File: config.mk
export PLATFORM = sky130hd
export DESIGN_NAME = mips_result_reporter
export DESIGN_NICKNAME = d
export VERILOG_FILES = /design/src/rtl/mips_result_reporter_pkg.sv /design/src/rtl/mips_result_reporter_uart_tx_byte.sv /design/src/rtl/mips_result_reporter.sv
export SDC_FILE = /design/constraint.sdc
export NUM_CORES = 1
export LEC_CHECK = 0
export ABC_AREA = 1
export ABC_CLOCK_PERIOD_IN_PS = 3760
export BUFFER_PORTS_ARGS = -buffer_cell sky130_fd_sc_hd__buf_4
export CORE_ASPECT_RATIO = 1.75
export CORE_MARGIN = 5
export CORE_UTILIZATION = 35
export DETAILED_ROUTE_END_ITERATION = 10
export MAX_ROUTING_LAYER = met4
export PLACE_DENSITY = 0.55
export SLEW_MARGIN = 20
export SYNTH_ARGS = -nofsm -noshare
export SYNTH_HDL_FRONTEND = slang
export SYNTH_SLANG_ARGS = --single-unit
File: constraint.sdc
create_clock -name clk -period 3.76 [get_ports clk]
set_input_delay 0.752 -clock clk [delete_from_list [all_inputs] [get_ports clk]]
set_output_delay 0.752 -clock clk [all_outputs]
set_load 0.005 [all_outputs]
File: src/rtl/mips_result_reporter_pkg.sv
// -----------------------------------------------------------------------------
// mips_result_reporter_pkg
// Shared definitions for the MIPS result reporter: FSM state encodings,
// default frame sync byte, and frame byte-index constants.
//
// Build option: define REPORTER_CHECKSUM_EN to append an XOR checksum byte
// (XOR of the six data bytes, SYNC excluded) after R3[7:0]; NBYTES becomes 8.
// -----------------------------------------------------------------------------
package mips_result_reporter_pkg;

    typedef enum logic [1:0] {
        ST_IDLE    = 2'd0,
        ST_CAPTURE = 2'd1,
        ST_SEND    = 2'd2,
        ST_DONE    = 2'd3
    } state_t;

    localparam logic [7:0] DEF_SYNC_BYTE = 8'hA5;

    localparam logic [2:0] IDX_SYNC  = 3'd0;
    localparam logic [2:0] IDX_R1_HI = 3'd1;
    localparam logic [2:0] IDX_R1_LO = 3'd2;
    localparam logic [2:0] IDX_R2_HI = 3'd3;
    localparam logic [2:0] IDX_R2_LO = 3'd4;
    localparam logic [2:0] IDX_R3_HI = 3'd5;
    localparam logic [2:0] IDX_R3_LO = 3'd6;

`ifdef REPORTER_CHECKSUM_EN
    localparam logic [2:0] IDX_CSUM  = 3'd7;
    localparam int         NBYTES    = 8;

    function automatic logic [7:0] frame_checksum(input logic [15:0] a,
                                                  input logic [15:0] b,
                                                  input logic [15:0] c);
        return a[15:8] ^ a[7:0] ^ b[15:8] ^ b[7:0] ^ c[15:8] ^ c[7:0];
    endfunction
`else
    localparam int         NBYTES    = 7;
`endif

    localparam logic [2:0] IDX_LAST  = 3'(NBYTES - 1);

endpackage

File: src/rtl/mips_result_reporter_uart_tx_byte.sv
// -----------------------------------------------------------------------------
// uart_tx_byte
// One 8N1 UART byte transmitter. Owns the bit timer (down-counter) and the
// shift register. A new start request is accepted while idle or during the
// last cycle of the stop bit, so consecutive bytes leave with no idle gap.
//
// Ports
//   clk        in   system clock, rising edge
//   clear      in   asynchronous active-high reset
//   start      in   load data and begin a byte
//   data[7:0]  in   byte to send, LSB first
//   tx         out  serial line, idle high
//   busy       out  byte in progress
//   done_pulse out  high during the final cycle of the stop bit
// -----------------------------------------------------------------------------
module uart_tx_byte #(
    parameter int CLKS_PER_BIT = 868
) (
    input  logic       clk,
    input  logic       clear,
    input  logic       start,
    input  logic [7:0] data,
    output logic       tx,
    output logic       busy,
    output logic       done_pulse
);

    localparam int TW = $clog2(CLKS_PER_BIT);
    localparam logic [TW-1:0] BIT_RELOAD = TW'(CLKS_PER_BIT - 1);

    logic [TW-1:0] r_timer;
    logic [3:0]    r_bit_idx;
    logic [8:0]    r_shift;
    logic          r_active;
    logic          r_tx;

    logic w_bit_end;
    logic w_last;

    assign w_bit_end  = (r_timer == '0);
    // bit index 9 is the stop bit
    assign w_last     = r_active && w_bit_end && (r_bit_idx == 4'd9);
    assign done_pulse = w_last;
    assign busy       = r_active;
    assign tx         = r_tx;

    always_ff @(posedge clk or posedge clear) begin
        if (clear) begin
            r_timer   <= '0;
            r_bit_idx <= '0;
            r_shift   <= '1;
            r_active  <= 1'b0;
            r_tx      <= 1'b1;
        end else if (start && (!r_active || w_last)) begin
            r_active  <= 1'b1;
            r_tx      <= 1'b0;
            // data bits followed by the stop bit; shifted out LSB first
            r_shift   <= {1'b1, data};
            r_timer   <= BIT_RELOAD;
            r_bit_idx <= 4'd0;
        end else if (r_active) begin
            if (w_bit_end) begin
                if (r_bit_idx == 4'd9) begin
                    r_active <= 1'b0;
                    r_tx     <= 1'b1;
                end else begin
                    r_tx      <= r_shift[0];
                    r_shift   <= {1'b1, r_shift[8:1]};
                    r_bit_idx <= r_bit_idx + 4'd1;
                    r_timer   <= BIT_RELOAD;
                end
            end else begin
                r_timer <= r_timer - TW'(1);
            end
        end
    end

endmodule

File: src/rtl/mips_result_reporter.sv
// -----------------------------------------------------------------------------
// mips_result_reporter
// Watches the MIPS core PC and R1/R2/R3 taps, detects halt (PC unchanged for
// HALT_CYCLES), snapshots the registers and sends one UART 8N1 frame:
//   SYNC, R1[15:8], R1[7:0], R2[15:8], R2[7:0], R3[15:8], R3[7:0] [, CSUM]
// Re-arms when PC leaves the halt address.
//
// Build option: REPORTER_CHECKSUM_EN adds the XOR checksum byte.
//
// Ports
//   clk     in   system clock, rising edge
//   clear   in   asynchronous active-high reset
//   pc      in   core program counter (6 bits)
//   r1..r3  in   result registers (16 bits each)
//   tx      out  UART serial out, idle high
//   busy    out  high from CAPTURE through the last stop bit
//   halted  out  halt detected (registered)
//   done    out  frame sent, held until re-arm
//
// state    | meaning
// ---------+----------------------------------------------------
// IDLE     | waiting for halted with no frame pending
// CAPTURE  | snapshot registers and halt PC, launch SYNC byte
// SEND     | streaming frame bytes back-to-back
// DONE     | frame sent; wait for PC to leave the halt address
// -----------------------------------------------------------------------------
module mips_result_reporter
    import mips_result_reporter_pkg::*;
#(
    parameter int         CLKS_PER_BIT = 868,
    parameter int         HALT_CYCLES  = 8,
    parameter logic [7:0] SYNC_BYTE    = DEF_SYNC_BYTE
) (
    input  logic        clk,
    input  logic        clear,
    input  logic [5:0]  pc,
    input  logic [15:0] r1,
    input  logic [15:0] r2,
    input  logic [15:0] r3,
    output logic        tx,
    output logic        busy,
    output logic        halted,
    output logic        done
);

    localparam int SW = $clog2(HALT_CYCLES);
    localparam logic [SW-1:0] STABLE_MAX = SW'(HALT_CYCLES - 1);

    state_t      r_state;
    logic [5:0]  r_pc_q;
    logic [5:0]  r_halt_pc;
    logic [SW-1:0] r_stable_cnt;
    logic        r_halted;
    logic        r_busy;
    logic        r_done;
    logic [2:0]  r_byte_idx;
    logic [15:0] r_snap_r1;
    logic [15:0] r_snap_r2;
    logic [15:0] r_snap_r3;

    logic        w_tx_start;
    logic [7:0]  w_tx_data;
    logic        w_tx_busy;
    logic        w_tx_done;
    logic [2:0]  w_next_idx;

    assign busy   = r_busy;
    assign halted = r_halted;
    assign done   = r_done;

    // Halt detect: counter saturates at HALT_CYCLES-1 so it never wraps.
    always_ff @(posedge clk or posedge clear) begin
        if (clear) begin
            r_pc_q       <= '0;
            r_stable_cnt <= '0;
            r_halted     <= 1'b0;
        end else begin
            r_pc_q <= pc;
            if (pc != r_pc_q) begin
                r_stable_cnt <= '0;
                r_halted     <= 1'b0;
            end else begin
                if (r_stable_cnt != STABLE_MAX)
                    r_stable_cnt <= r_stable_cnt + SW'(1);
                if (r_stable_cnt == STABLE_MAX)
                    r_halted <= 1'b1;
            end
        end
    end

    // The byte being launched: SYNC from CAPTURE, otherwise the one after the
    // byte whose stop bit is ending.
    assign w_next_idx = (r_state == ST_CAPTURE) ? IDX_SYNC : (r_byte_idx + 3'd1);
    assign w_tx_start = (r_state == ST_CAPTURE) ||
                        ((r_state == ST_SEND) && w_tx_done && (r_byte_idx != IDX_LAST));

    always_comb begin
        w_tx_data = SYNC_BYTE;
        case (w_next_idx)
            IDX_R1_HI: w_tx_data = r_snap_r1[15:8];
            IDX_R1_LO: w_tx_data = r_snap_r1[7:0];
            IDX_R2_HI: w_tx_data = r_snap_r2[15:8];
            IDX_R2_LO: w_tx_data = r_snap_r2[7:0];
            IDX_R3_HI: w_tx_data = r_snap_r3[15:8];
            IDX_R3_LO: w_tx_data = r_snap_r3[7:0];
`ifdef REPORTER_CHECKSUM_EN
            IDX_CSUM:  w_tx_data = frame_checksum(r_snap_r1, r_snap_r2, r_snap_r3);
`endif
            default:   w_tx_data = SYNC_BYTE;
        endcase
    end

    always_ff @(posedge clk or posedge clear) begin
        if (clear) begin
            r_state    <= ST_IDLE;
            r_busy     <= 1'b0;
            r_done     <= 1'b0;
            r_byte_idx <= '0;
            r_halt_pc  <= '0;
            r_snap_r1  <= '0;
            r_snap_r2  <= '0;
            r_snap_r3  <= '0;
        end else begin
            case (r_state)
                ST_IDLE: begin
                    if (r_halted && !r_done && !w_tx_busy) begin
                        r_state <= ST_CAPTURE;
                        r_busy  <= 1'b1;
                    end
                end
                ST_CAPTURE: begin
                    r_snap_r1  <= r1;
                    r_snap_r2  <= r2;
                    r_snap_r3  <= r3;
                    r_halt_pc  <= r_pc_q;
                    r_byte_idx <= IDX_SYNC;
                    r_state    <= ST_SEND;
                end
                ST_SEND: begin
                    if (w_tx_done) begin
                        if (r_byte_idx == IDX_LAST) begin
                            r_state <= ST_DONE;
                            r_busy  <= 1'b0;
                            r_done  <= 1'b1;
                        end else begin
                            r_byte_idx <= r_byte_idx + 3'd1;
                        end
                    end
                end
                ST_DONE: begin
                    if (pc != r_halt_pc) begin
                        r_state <= ST_IDLE;
                        r_done  <= 1'b0;
                    end
                end
                default: r_state <= ST_IDLE;
            endcase
        end
    end

    uart_tx_byte #(
        .CLKS_PER_BIT(CLKS_PER_BIT)
    ) u_uart_tx (
        .clk       (clk),
        .clear     (clear),
        .start     (w_tx_start),
        .data      (w_tx_data),
        .tx        (tx),
        .busy      (w_tx_busy),
        .done_pulse(w_tx_done)
    );

endmodule
# --- Word-level counts from Yosys, hierarchy flattened ---
# Cells that the tools add are included.
word_totals:
  reg_bits: 96
  inputBits: 56
  elab_cells: 112
op_classes:
  add_sub_neg: 4
  n_eq_ne: 23
  mux: 42
  n_reduce_logical: 27
ops:
  columns: ["op", "count"]
  rows:
  - ["one-hot mux 8 bit (6 select lines)", 1]
  - ["two-way mux 10 bit", 4]
  - ["two-way mux 9 bit", 4]
  - ["two-way mux 1 bit", 16]
  - ["two-way mux 4 bit", 4]
  - ["== test 3 bit, second input constant", 5]
  - ["two-way mux 3 bit", 5]
  - ["nonzero test 2 bit", 7]
  - ["inequality test 6 bit", 2]
  - ["AND reduction 4 bit", 3]
  - ["zero test 10 bit", 1]
  - ["subtractor 10 x 1 -> 10 bit, second input constant", 1]
  - ["inequality test 3 bit, second input constant", 3]
  - ["two-way mux 2 bit", 4]
  - ["inequality test 2 bit, second input constant", 4]
  - ["one-hot mux 2 bit (4 select lines)", 1]
  - ["logical AND 1 bit", 7]
  - ["adder 3 x 1 -> 3 bit, second input constant", 2]
  - ["== test 3 x 2 -> 1 bit, second input constant", 2]
  - ["one-hot mux 3 bit (2 select lines)", 1]
  - ["AND reduction 3 bit", 2]
  - ["adder 4 x 1 -> 4 bit, second input constant", 1]
  - ["== test 2 bit, second input constant", 2]
  - ["== test 4 bit, second input constant", 1]
  - ["other kinds (8)", 13]

# --- Longest topological paths before layout ---
# Gate-level depths: netlist of run 1.
logic_depth:
  depth_word: 9
  mapped_depth: 12
  mapped_depth_nobuf: 12

# --- Modules after synthesis ---
# A second synthesis of run 1 with hierarchy kept.
unflattened:
  hier_cells: 586
  area_unflattened_um2: 4723.3
modules_own_cells:
  columns: ["module", "instances", "cells_per_inst", "area_each_um2", "seq_area_each_um2"]
  rows:
  - ["mips_result_reporter", 1, 424, 3400.8, 1776.7]
  - ["uart_tx_byte", 1, 162, 1322.5, 611.8]

# --- Least setup slack after synthesis of run 1 ---
# OpenSTA, ideal clock, no wires.
synth_timing:
  path_kind: "flip-flop to flip-flop"
  startpoint: "register r_byte_idx[0]"
  endpoint: "register u_uart_tx.r_shift[2]"
  t_arrival_ns: 1.717
  t_required_ns: 3.696
  setup_slack_ns: 1.979
  path_stages_with_launch: 12
  path_buffers: 1
  cell_sequence: "dfrtp_1 > inv_1 > ha_1 > inv_1 > nor3_2 > buf_2 > nand3_1 > nand2_1 > nor2_1 > nand2_1 > nand3_1 > nand3_1"
synth_via:
  elab_chain_len: 6
  word_cells_on_any_way: 18
  classes_between: "add/sub: 1; eq/ne: 8; mux: 3; reduce/logical: 6"
synth_lines:
  columns: ["element", "line_no", "rtl"]
  rows:
  - ["from (decl)", "mips_result_reporter.sv:56", "logic [2:0] r_byte_idx;"]
  - ["from (signal assigned)", "mips_result_reporter.sv:146", "r_byte_idx <= r_byte_idx + 3'd1;"]
  - ["parallel branches: the longest is 6 deep, another holds adder 3 x 1 -> 3 bit", null, null]
  - ["to (signal assigned)", "mips_result_reporter_uart_tx_byte.sv:58", "r_shift <= {1'b1, data};"]
  - ["to (signal assigned)", "mips_result_reporter_uart_tx_byte.sv:68", "r_shift <= {1'b1, r_shift[8:1]};"]
  - ["to (decl)", "mips_result_reporter_uart_tx_byte.sv:33", "logic [8:0] r_shift;"]
# Several ways; the timed one is not identified.
# A chain may end at the register's enable or synchronous reset.

# --- Worst setup path in the final report of run 1 ---
layout_timing:
  startpoint: "register r_state[1]"
  endpoint: "register u_uart_tx.r_shift[7]"
layout_via:
  elab_chain_len: 7
  word_cells_on_any_way: 19
  classes_between: "eq/ne: 9; mux: 3; reduce/logical: 7"
layout_lines:
  columns: ["element", "line_no", "rtl"]
  rows:
  - ["from (decl)", "mips_result_reporter.sv:49", "state_t r_state;"]
  - ["from (signal assigned)", "mips_result_reporter.sv:115", "r_state <= ST_IDLE;"]
  - ["from (signal assigned)", "mips_result_reporter.sv:127", "r_state <= ST_CAPTURE;"]
  - ["from (signal assigned)", "mips_result_reporter.sv:137", "r_state <= ST_SEND;"]
  - ["parallel branches: the longest is 7 deep, another holds two-way mux 9 bit", null, null]
# Several ways; the timed one is not identified.

==> flow_metrics.env, run 1 <==
export IMPL_outcome="finished, final reports clean"
export IMPL_cp_start_kind="flop"
export IMPL_finClkSkew_ps=9.77
export IMPL_num_rows=57
export IMPL_postCtsSetupBuffers=0
export IMPL_overflow=0
export IMPL_p_leak_uw=0.00300
export IMPL_max_slew_margin=0.375
export IMPL_cts_root_buf="clkbuf_16"
export IMPL_drc=0
export IMPL_clk_pin_slew_worst_paths_ps=70
export IMPL_core_area_um2=13900
export IMPL_io_pin_count=60
export IMPL_fp_dieH_um=167
export IMPL_wl_um=12000
export IMPL_synth_seq_area_share=0.482
export IMPL_die_x_um=100
export IMPL_min_path_cells=2
export IMPL_ctsHoldBuffers=0
export IMPL_die_area_um2=16700
export IMPL_syn_avg_cell_area_um2=7.78
export IMPL_cts_max_level=3
export IMPL_worstSetupPathType="flop to flop"
export IMPL_drtIter0Drc=193
export IMPL_setup_tns_ps=0
export IMPL_areaGrowthSynthToFinish_pct=18.0
export IMPL_clk_latency_ps=340
export IMPL_yosysUniqueCellTypes=34
export IMPL_syn_nets=706
export IMPL_gr_usage_all_layers=0.153
export IMPL_dp_cells=852
export IMPL_portBuffers=59
export IMPL_place_congestion=0.868
export IMPL_grt_pass1_wl_um=20300
export IMPL_period_needed_ps=2610
export IMPL_hp_class="flop to flop"
export IMPL_firstDrtPassIters=4
export IMPL_cp_end_kind="flop"
export IMPL_pwr_density_cell_nw_per_um2=723
export IMPL_final_common_cell="nand2_1"
export IMPL_grt_max_degree=96
export IMPL_cts_buffer_depth=2
export IMPL_diodes=0
export IMPL_setup_violations=0
export IMPL_peakVddDrop_mv=0.379
export IMPL_fin_crit_sh=0.695
export IMPL_post_cts_resized=0
export IMPL_ff2ff_path_depth=10
export IMPL_numCtsBuffers=9
export IMPL_tritoncts="done"
export IMPL_maxCapViolCount=0
export IMPL_final_nets=755
export IMPL_synthCells=637
export IMPL_final_cells=868
export IMPL_crit_path_max_incr_delay_ps=800
export IMPL_worst_pin_slew_ps=932
export IMPL_final_cell_mix="246 x nand2_1, 86 x nand3_1, 86 x dfrtp_1"
export IMPL_hold_viol=0
export IMPL_antenna_found_initial=0
export IMPL_syn_cell_area_um2=4960
export IMPL_cp_slowest_cell="nor3_2"
export IMPL_cts_sinks=95
export IMPL_synth_seq_cells=95
export IMPL_synth_warnings=0
export IMPL_critPathMaxFanout=35
export IMPL_via_per_inst=4.79
export IMPL_rsz0062_at_grt="false"
export IMPL_ant_nets=0
export IMPL_avgRoutedWirePerCell_um=13.8
export IMPL_cp_required_ps=4040
export IMPL_worst_ep_arrival_time_ps=2890
export IMPL_path_cells="inv_1, ha_2, buf_4, nor3_2, nand3_1, nand3_1, nor2_1, nand2_1, nand2_1, inv_1"
export IMPL_dp_hpwl_um=8880
export IMPL_drive_above_1_share=0.161
export IMPL_fmax_ghz=0.383
export IMPL_grt_pass1_vias=4432
export IMPL_start_util=0.356
export IMPL_vias=4154
export IMPL_drv_slew=0
[logic make-up after synthesis]
kind of cell / count (synthesis) / share of synthesized area
adder cells (fa/ha/maj): 13 / 0.0328
flip-flops: 95 / 0.482
AND/OR/NAND/NOR: 409 / 0.354
XOR/XNOR: 13 / 0.0230
buffers and inverters: 72 / 0.0649
AO/OA/AOI/OAI: 35 / 0.0437
[layout make-up]
cell class,count,area (um^2)
fill,1481,8060
sequential,95,2390
multi-input combinational,470,2250
timing repair buffer,63,485
clock buffer,9,225
tap,177,221
inverter,47,178
clock inverter,7,104
[synthesized netlist by cell type, drive strengths merged]
library cell / n / area (um^2)
nor3: 4 / 35.0
o211ai: 4 / 30.0
xor2: 7 / 61.3
o21ai: 20 / 111
dfstp: 9 / 236
ha: 13 / 163
or2: 3 / 18.8
a21boi: 1 / 18.8
nand4: 9 / 62.6
dfrtp: 86 / 2150
nand2: 248 / 936
inv: 47 / 176
o22ai: 3 / 18.8
buf: 13 / 100
o21a: 1 / 7.51
xnor2: 6 / 52.6
clkbuf: 12 / 45.0
a21oi: 6 / 30.0
nand3: 89 / 468
nor2: 55 / 226
nand3b: 1 / 7.51
[routing by layer]
layer	wire (um)	GRT usage	share of wire
met1	4670	0.165	0.39
met2	6770	0.281	0.57
met3	303	0.0233	0.025
met4	229	0.0523	0.019
met5	0	-	0
[report_power, final]
group | switching (uW) | leakage, uW | total [uW] | internal [uW]
logic | 891 | 0.00169 | 1430 | 543
clock network | 426 | 0.000154 | 1020 | 592
registers | 303 | 0.00116 | 1780 | 1480
total | 1620 | 0.00300 | 4230 | 2610
[stage by stage]
stage                     power [uW]  hold WS [ps]  cell area, um^2  setup slack, ps  utilization
after floorplan                 2820           442             4960              546            -
after global placement          3210           457             5520             1210        0.397
after detailed placement        3260           460             5520             1130        0.397
after CTS                       4290           476             5850             1110        0.421
after global routing            4600           499             5850              842        0.421
final                           4230           476             5850             1150        0.421
[final timing paths]
kind                               start                   end  slack (ps)
max reg2reg                   r_state[1]  u_uart_tx.r_shift[7]        1150
max in group asynchronous          clear  u_uart_tx.r_shift[7]        2800
max                           r_state[1]  u_uart_tx.r_shift[7]        1150
min                        r_snap_r3[13]         r_snap_r3[13]         480
min reg2reg                r_snap_r3[13]         r_snap_r3[13]         480
min in group asynchronous          clear          r_halt_pc[5]         500
[flip-flops by register name, summed over array words and instances, names as in the netlist]
name / cells
u_uart_tx.busy: 1
r_snap_r2: 16
r_halt_pc: 6
u_uart_tx.r_timer: 10
r_byte_idx: 3
u_uart_tx.r_bit_idx: 4
r_snap_r1: 16
u_uart_tx.tx: 1
r_pc_q: 6
r_state: 2
r_snap_r3: 16
r_stable_cnt: 3
busy: 1
u_uart_tx.r_shift: 8
done: 1
halted: 1
[worst max-delay path, delay by kind of cell, from the launching register on]
| kind | cells | cell delay, ps |
|---|---|---|
| adders and majority gates | 1 | 330 |
| buffers and inverters | 3 | 460 |
| and+or+nand+nor | 6 | 1350 |
| DFF | 1 | 400 |
Note: power is estimated with default switching activity, not from simulation.
==> inputs of run 2 (changes only) <==
--- a/config.mk
+++ b/config.mk
@@ -5,15 +5,15 @@
 export SDC_FILE = /design/constraint.sdc
 export NUM_CORES = 1
 export LEC_CHECK = 0
-export ABC_AREA = 1
-export ABC_CLOCK_PERIOD_IN_PS = 3760
+export ABC_AREA = 0
+export ABC_CLOCK_PERIOD_IN_PS = 2280
 export BUFFER_PORTS_ARGS = -buffer_cell sky130_fd_sc_hd__buf_4
 export CORE_ASPECT_RATIO = 1.75
 export CORE_MARGIN = 5
 export CORE_UTILIZATION = 35
 export DETAILED_ROUTE_END_ITERATION = 10
 export MAX_ROUTING_LAYER = met4
-export PLACE_DENSITY = 0.55
+export PLACE_DENSITY = 0.57
 export SLEW_MARGIN = 20
 export SYNTH_ARGS = -nofsm -noshare
 export SYNTH_HDL_FRONTEND = slang
==> constraint.sdc (replaced) <==
create_clock -name clk -period 2.28 [get_ports clk]
set_input_delay 0.456 -clock clk [delete_from_list [all_inputs] [get_ports clk]]
set_output_delay 0.456 -clock clk [all_outputs]
set_load 0.005 [all_outputs]
==> run 2 against run 1 <==
  * Critical path depth down 3
  * Combinational power up 46%
  * First-iteration DRC count fell by 65%
  * Non-clock buffer count up 12
  * Critical path type unchanged
==> flow_metrics.env, run 2 <==
export IMPL_final_cell_mix="86 x dfrtp_1, 71 x buf_4, 63 x mux2_2"
export IMPL_maxCapViolCount=0
export IMPL_rr_endpoint="r_state[1]"
export IMPL_drtIter0Drc=68
export IMPL_cts_buffer_depth=2
export IMPL_grt_pass1_wl_um=16900
export IMPL_routed_wl_met3_um=228
export IMPL_cp_startpoint="u_uart_tx.r_bit_idx[1]"
export IMPL_hp_class="input port to async pin"
export IMPL_synth_common_cells="86 x dfrtp_1, 63 x mux2_2, 28 x nand2_1, 20 x nor2_1"
export IMPL_rsz0062_at_grt="false"
export IMPL_start_util=0.353
export IMPL_setup_tns_ps=0
export IMPL_ff2ff_path_depth=7
export IMPL_worst_pin_slew_ps=659
export IMPL_firstDrtPassIters=4
export IMPL_clk_pin_slew_worst_paths_ps=70
export IMPL_synth_top_cells_by_area="dfrtp_1 46%, mux2_2 15%, dfstp_2 5.1%"
export IMPL_gr_usage_all_layers=0.136
export IMPL_tritoncts="done"
export IMPL_power_switching_uw=2000
export IMPL_synth_edff_count=0
export IMPL_reg2reg_from="u_uart_tx.r_bit_idx[1]"
export IMPL_place_ws_ps=83.9
export IMPL_pwr_density_cell_nw_per_um2=1160
export IMPL_num_rows=56
export IMPL_antenna_found_initial=0
export IMPL_synth_seq_area_share=0.512
export IMPL_overflow=0
export IMPL_ant_nets=0
export IMPL_clockPowerShare=0.258
export IMPL_routedLengthMet1_um=3910
export IMPL_cp_start_kind="flop"
export IMPL_reg_top3="r_snap_r1 (16), r_snap_r2 (16), r_snap_r3 (16)"
export IMPL_setup_violations=0
export IMPL_io_pin_count=60
export IMPL_postCtsSetupBuffers=0
export IMPL_worstSetupPathType="flop to flop"
export IMPL_p_sw_frac=0.300
export IMPL_diodes=0
export IMPL_peakVddDrop_mv=0.845
export IMPL_wl_um=10100
export IMPL_syn_cell_area_um2=4670
export IMPL_cts_max_level=3
export IMPL_p_int_uw=4670
export IMPL_cp_end_kind="flop"
export IMPL_yosysUniqueCellTypes=50
export IMPL_period_needed_ps=2080
export IMPL_core_area_um2=13200
export IMPL_clk_latency_ps=340
export IMPL_r2r_slack_ps=200
export IMPL_outcome="finished, final reports clean"
export IMPL_met2_length_um=5630
export IMPL_drv_slew=0
export IMPL_finClkSkew_ps=9.66
export IMPL_via_per_inst=4.99
export IMPL_nFillCells=1267
export IMPL_syn_nets=465
export IMPL_critPathMaxFanout=6
export IMPL_maxUsedRoutingLayer="met4"
export IMPL_numCtsBuffers=9
export IMPL_die_x_um=97.3
export IMPL_synth_warnings=0
export IMPL_hold_ws_ps=204
export IMPL_synth_most_common_cell="dfrtp_1"
export IMPL_p_comb_frac=0.313
export IMPL_synthCells=396
export IMPL_power_frac_seq=0.429
export IMPL_synth_seq_cells=95
export IMPL_fmax_ghz=0.481
export IMPL_final_common_cell="dfrtp_1"
export IMPL_max_slew_margin=0.560
export IMPL_dp_hpwl_um=7660
export IMPL_drc=0
export IMPL_grt_pass1_vias=3467
export IMPL_fp_dieH_um=163
export IMPL_async_reset_ff_frac=1.00
export IMPL_avgRoutedWirePerCell_um=15.7
export IMPL_vias=3193
export IMPL_hold_viol=0
export IMPL_yosysTopAreaCell="dfrtp_1"
export IMPL_drive_above_1_share=0.376
export IMPL_cp_required_ps=2510
export IMPL_die_area_um2=15800
export IMPL_p_leak_uw=0.00245
export IMPL_yosysTopAreaCellShare=0.461
export IMPL_final_util=0.434
export IMPL_areaGrowthSynthToFinish_pct=23.2
export IMPL_final_nets=530
export IMPL_worst_ep_arrival_time_ps=2310
export IMPL_syn_avg_cell_area_um2=11.8
export IMPL_portBuffers=59
export IMPL_grt_max_degree=68
export IMPL_ys_flop_type="dfrtp_1"
export IMPL_cts_sinks=95
export IMPL_fin_crit_sh=0.913
export IMPL_cts_root_buf="clkbuf_16"
export IMPL_layout_setup_ws_ps=199
export IMPL_place_congestion=0.880
run 2: cell types whose count changed after synthesis, sizes merged, moves of 7 or more:
cell / change
buf: -10
inv: -37
nand2: -220
xnor2: +10
mux2i: +9
nand3: -78
nor2: -34
a22oi: +7
mux2: +63
nand4: -7
run 2: power groups by stage:
stage / logic [uW] / registers, uW / clock network [uW]
finish: 2090 / 2870 / 1720
global route: 2300 / 2950 / 1840
CTS: 2130 / 2880 / 1770
detailed placement: 2120 / 2910 / 0
global placement: 2060 / 2880 / 0
floorplan: 1660 / 2720 / 0
run 2: final cells by class:
cell class / instances / area (um^2) / share of cell area
Timing Repair Buffer: 75 / 613 / 0.107
Tap cell: 174 / 218 / 0.0379
Sequential cell: 95 / 2390 / 0.415
Clock buffer: 10 / 229 / 0.0398
Inverter: 10 / 41.3 / 0.00718
Clock inverter: 6 / 115 / 0.0200
Multi-Input combinational cell: 270 / 2150 / 0.373
run 2: cells by family after synthesis:
| group | Yosys count | share of synthesized area |
|---|---|---|
| DFF | 95 | 0.512 |
| and+or+nand+nor | 92 | 0.107 |
| muxes | 72 | 0.171 |
| AOI/OAI and AO/OA | 70 | 0.102 |
| buffers and inverters | 31 | 0.0303 |
| xor gates and xnor gates | 23 | 0.0431 |
| adders and majority gates | 13 | 0.0348 |
run 2: worst max-delay path: stages (launching register included):
cell     delay [ps]
dfrtp_1         400
inv_1            80
ha_1            130
and3b_1         290
nand4_1         150
or2_2           340
a21oi_1         210
mux2_2          370
run 2: worst max-delay path by stage:
stage / end / slack [ps] / depth (start not counted)
global placement: r_state[1] / 160 / 7
detailed placement: r_state[1] / 80 / 7
CTS: r_state[1] / 70 / 7
floorplan: r_state[1] / 150 / 7
finish: r_state[1] / 200 / 7
global route: r_state[1] / 20 / 7
run 2: metal layers:
metal / vias to the layer above / GRT usage
li1: 1550 / -
met1: 1559 / 0.143
met2: 67 / 0.244
met3: 17 / 0.0206
met4: 0 / 0.0744
met5: - / -
run 2: metrics by stage:
step	cells	total power (uW)	instance area (um^2)
floorplan	396	4380	4670
global placement	624	4940	5400
detailed placement	624	5020	5400
CTS	640	6780	5750
global route	640	7090	5750
finish	640	6680	5750
run 2: repair_timing:
item                                    CTS  global route
hold buffers                              0             0
endpoints found under the setup margin    0             1
endpoints found under the hold margin     0             0
gates resized for setup                   0             1
==> inputs of run 3 (changes only) <==
--- a/config.mk
+++ b/config.mk
@@ -8,12 +8,14 @@
 export ABC_AREA = 0
 export ABC_CLOCK_PERIOD_IN_PS = 2280
 export BUFFER_PORTS_ARGS = -buffer_cell sky130_fd_sc_hd__buf_4
+export CELL_PAD_IN_SITES_DETAIL_PLACEMENT = 0
+export CELL_PAD_IN_SITES_GLOBAL_PLACEMENT = 2
 export CORE_ASPECT_RATIO = 1.75
 export CORE_MARGIN = 5
 export CORE_UTILIZATION = 35
 export DETAILED_ROUTE_END_ITERATION = 10
 export MAX_ROUTING_LAYER = met4
-export PLACE_DENSITY = 0.57
+export PLACE_DENSITY = 0.78
 export SLEW_MARGIN = 20
 export SYNTH_ARGS = -nofsm -noshare
 export SYNTH_HDL_FRONTEND = slang
==> run 3 against run 2 <==
  * Critical path type unchanged
  * Sequential power about the same
  * Clock power down 14%
  * Critical path depth up 1
  * First-iteration DRC count up 10%
  * Setup slack worse by 32 ps
  * Highest routed layer unchanged
==> flow_metrics.env, run 3 (synthesis gave the netlist of run 2 again) <==
export IMPL_fp_dieH_um=163
export IMPL_layout_setup_ws_ps=167
export IMPL_period_needed_ps=2110
export IMPL_worstSetupPathType="flop to flop"
export IMPL_dp_cells=626
export IMPL_ff2ff_path_depth=8
export IMPL_routedLengthMet1_um=4060
export IMPL_start_util=0.353
export IMPL_final_cell_mix="86 x dfrtp_1, 74 x buf_4, 63 x mux2_2"
export IMPL_cp_end_kind="flop"
export IMPL_finClkSkew_ps=15.1
export IMPL_grt_pass1_wl_um=17700
export IMPL_cp_required_ps=2490
export IMPL_grt_max_degree=68
export IMPL_avgRoutedWirePerCell_um=16.3
export IMPL_portBuffers=59
export IMPL_peakVddDrop_mv=0.626
export IMPL_io_pin_count=60
export IMPL_met2_length_um=5890
export IMPL_worst_ep_arrival_time_ps=2330
export IMPL_ant_nets=0
export IMPL_cp_start_kind="flop"
export IMPL_diodes=0
export IMPL_overflow=0
export IMPL_rr_endpoint="u_uart_tx.r_timer[4]"
export IMPL_grt_pass1_vias=3578
export IMPL_outcome="finished, final reports clean"
export IMPL_max_slew_margin=0.627
export IMPL_routed_wl_met3_um=213
export IMPL_dp_hpwl_um=7830
export IMPL_numCtsBuffers=9
export IMPL_setup_tns_ps=0
export IMPL_cts_sinks=95
export IMPL_die_area_um2=15800
export IMPL_gr_usage_all_layers=0.144
export IMPL_via_per_inst=5.03
export IMPL_cts_root_buf="clkbuf_16"
export IMPL_pwr_density_cell_nw_per_um2=1130
export IMPL_clk_pin_slew_worst_paths_ps=80
export IMPL_worst_pin_slew_ps=558
export IMPL_core_area_um2=13200
export IMPL_totalPowerFinal_uw=6430
export IMPL_drtIter0Drc=75
export IMPL_areaGrowthSynthToFinish_pct=22.1
export IMPL_setup_violations=0
export IMPL_final_cells=642
export IMPL_maxCapViolCount=0
export IMPL_critPathMaxFanout=6
export IMPL_r2r_slack_ps=170
export IMPL_vias=3230
export IMPL_clk_latency_ps=350
export IMPL_fin_crit_sh=0.927
export IMPL_drive_above_1_share=0.380
export IMPL_drv_slew=0
export IMPL_hold_ws_ps=157
export IMPL_cp_startpoint="u_uart_tx.r_timer[0]"
export IMPL_hold_viol=0
export IMPL_maxUsedRoutingLayer="met4"
export IMPL_reg_top3="r_snap_r1 (16), r_snap_r2 (16), r_snap_r3 (16)"
export IMPL_firstDrtPassIters=4
export IMPL_fmax_ghz=0.473
export IMPL_hp_class="input port to async pin"
export IMPL_ctsHoldBuffers=0
export IMPL_cts_max_level=3
export IMPL_final_common_cell="dfrtp_1"
export IMPL_num_rows=56
export IMPL_reg2reg_from="u_uart_tx.r_timer[0]"
export IMPL_die_x_um=97.3
export IMPL_p_leak_uw=0.00244
export IMPL_tritoncts="done"
export IMPL_antenna_found_initial=0
export IMPL_wl_um=10400
export IMPL_place_ws_ps=129
export IMPL_place_congestion=0.828
export IMPL_rsz0062_at_grt="false"
export IMPL_final_nets=532
export IMPL_nFillCells=1319
export IMPL_postCtsSetupBuffers=0
export IMPL_cts_buffer_depth=2
export IMPL_drc=0
run 3: worst max-delay path, stage by stage, from the launching register on:
cell and delay (ps):
dfrtp_1 390, inv_1 80, ha_1 240, nor3b_2 180, buf_4 150, a41o_1 310
a2111oi_2 450, xnor2_1 160, nor2_1 50
run 3: per-stage QoR:
stage | util | area (um^2)
4_1_cts | 0.430 | 5700
5_1_grt | 0.430 | 5700
3_5_place_dp | 0.408 | 5410
2_1_floorplan | - | 4670
3_3_place_gp | 0.408 | 5410
6_report | 0.430 | 5700
run 3: layout make-up:
| class | instances | area [um^2] | share of cell area |
|---|---|---|---|
| Sequential cell | 95 | 2390 | 0.419 |
| Multi-Input combinational cell | 270 | 2150 | 0.377 |
| Timing Repair Buffer | 77 | 616 | 0.108 |
| Clock buffer | 10 | 239 | 0.0419 |
| Tap cell | 174 | 218 | 0.0382 |
| Clock inverter | 6 | 51.3 | 0.00900 |
| Inverter | 10 | 41.3 | 0.00724 |
run 3: what timing repair did:
action	CTS	global route
endpoints found under the hold margin	0	0
endpoints found under the setup margin	0	2
gates resized for setup	0	1
run 3: routing by layer:
layer	up-vias	global-route usage
met5	-	-
met4	0	0.0605
met3	17	0.0223
met2	50	0.263
met1	1612	0.153
li1	1551	-
run 3: where the power goes:
group | switching, uW | internal, uW | leakage, uW
logic | 894 | 1190 | 0.00117
clock network | 693 | 790 | 0.000146
registers | 471 | 2390 | 0.00112
total | 2060 | 4370 | 0.00244
run 3: worst max-delay path by stage:
stage | end | slack (ps) | cells past startpoint
floorplan | r_state[1] | 150 | 7
global placement | r_state[1] | 190 | 7
detailed placement | r_state[1] | 130 | 7
CTS | r_state[1] | 110 | 7
global route | r_state[1] | 9 | 7
finish | u_uart_tx.r_timer[4] | 170 | 8
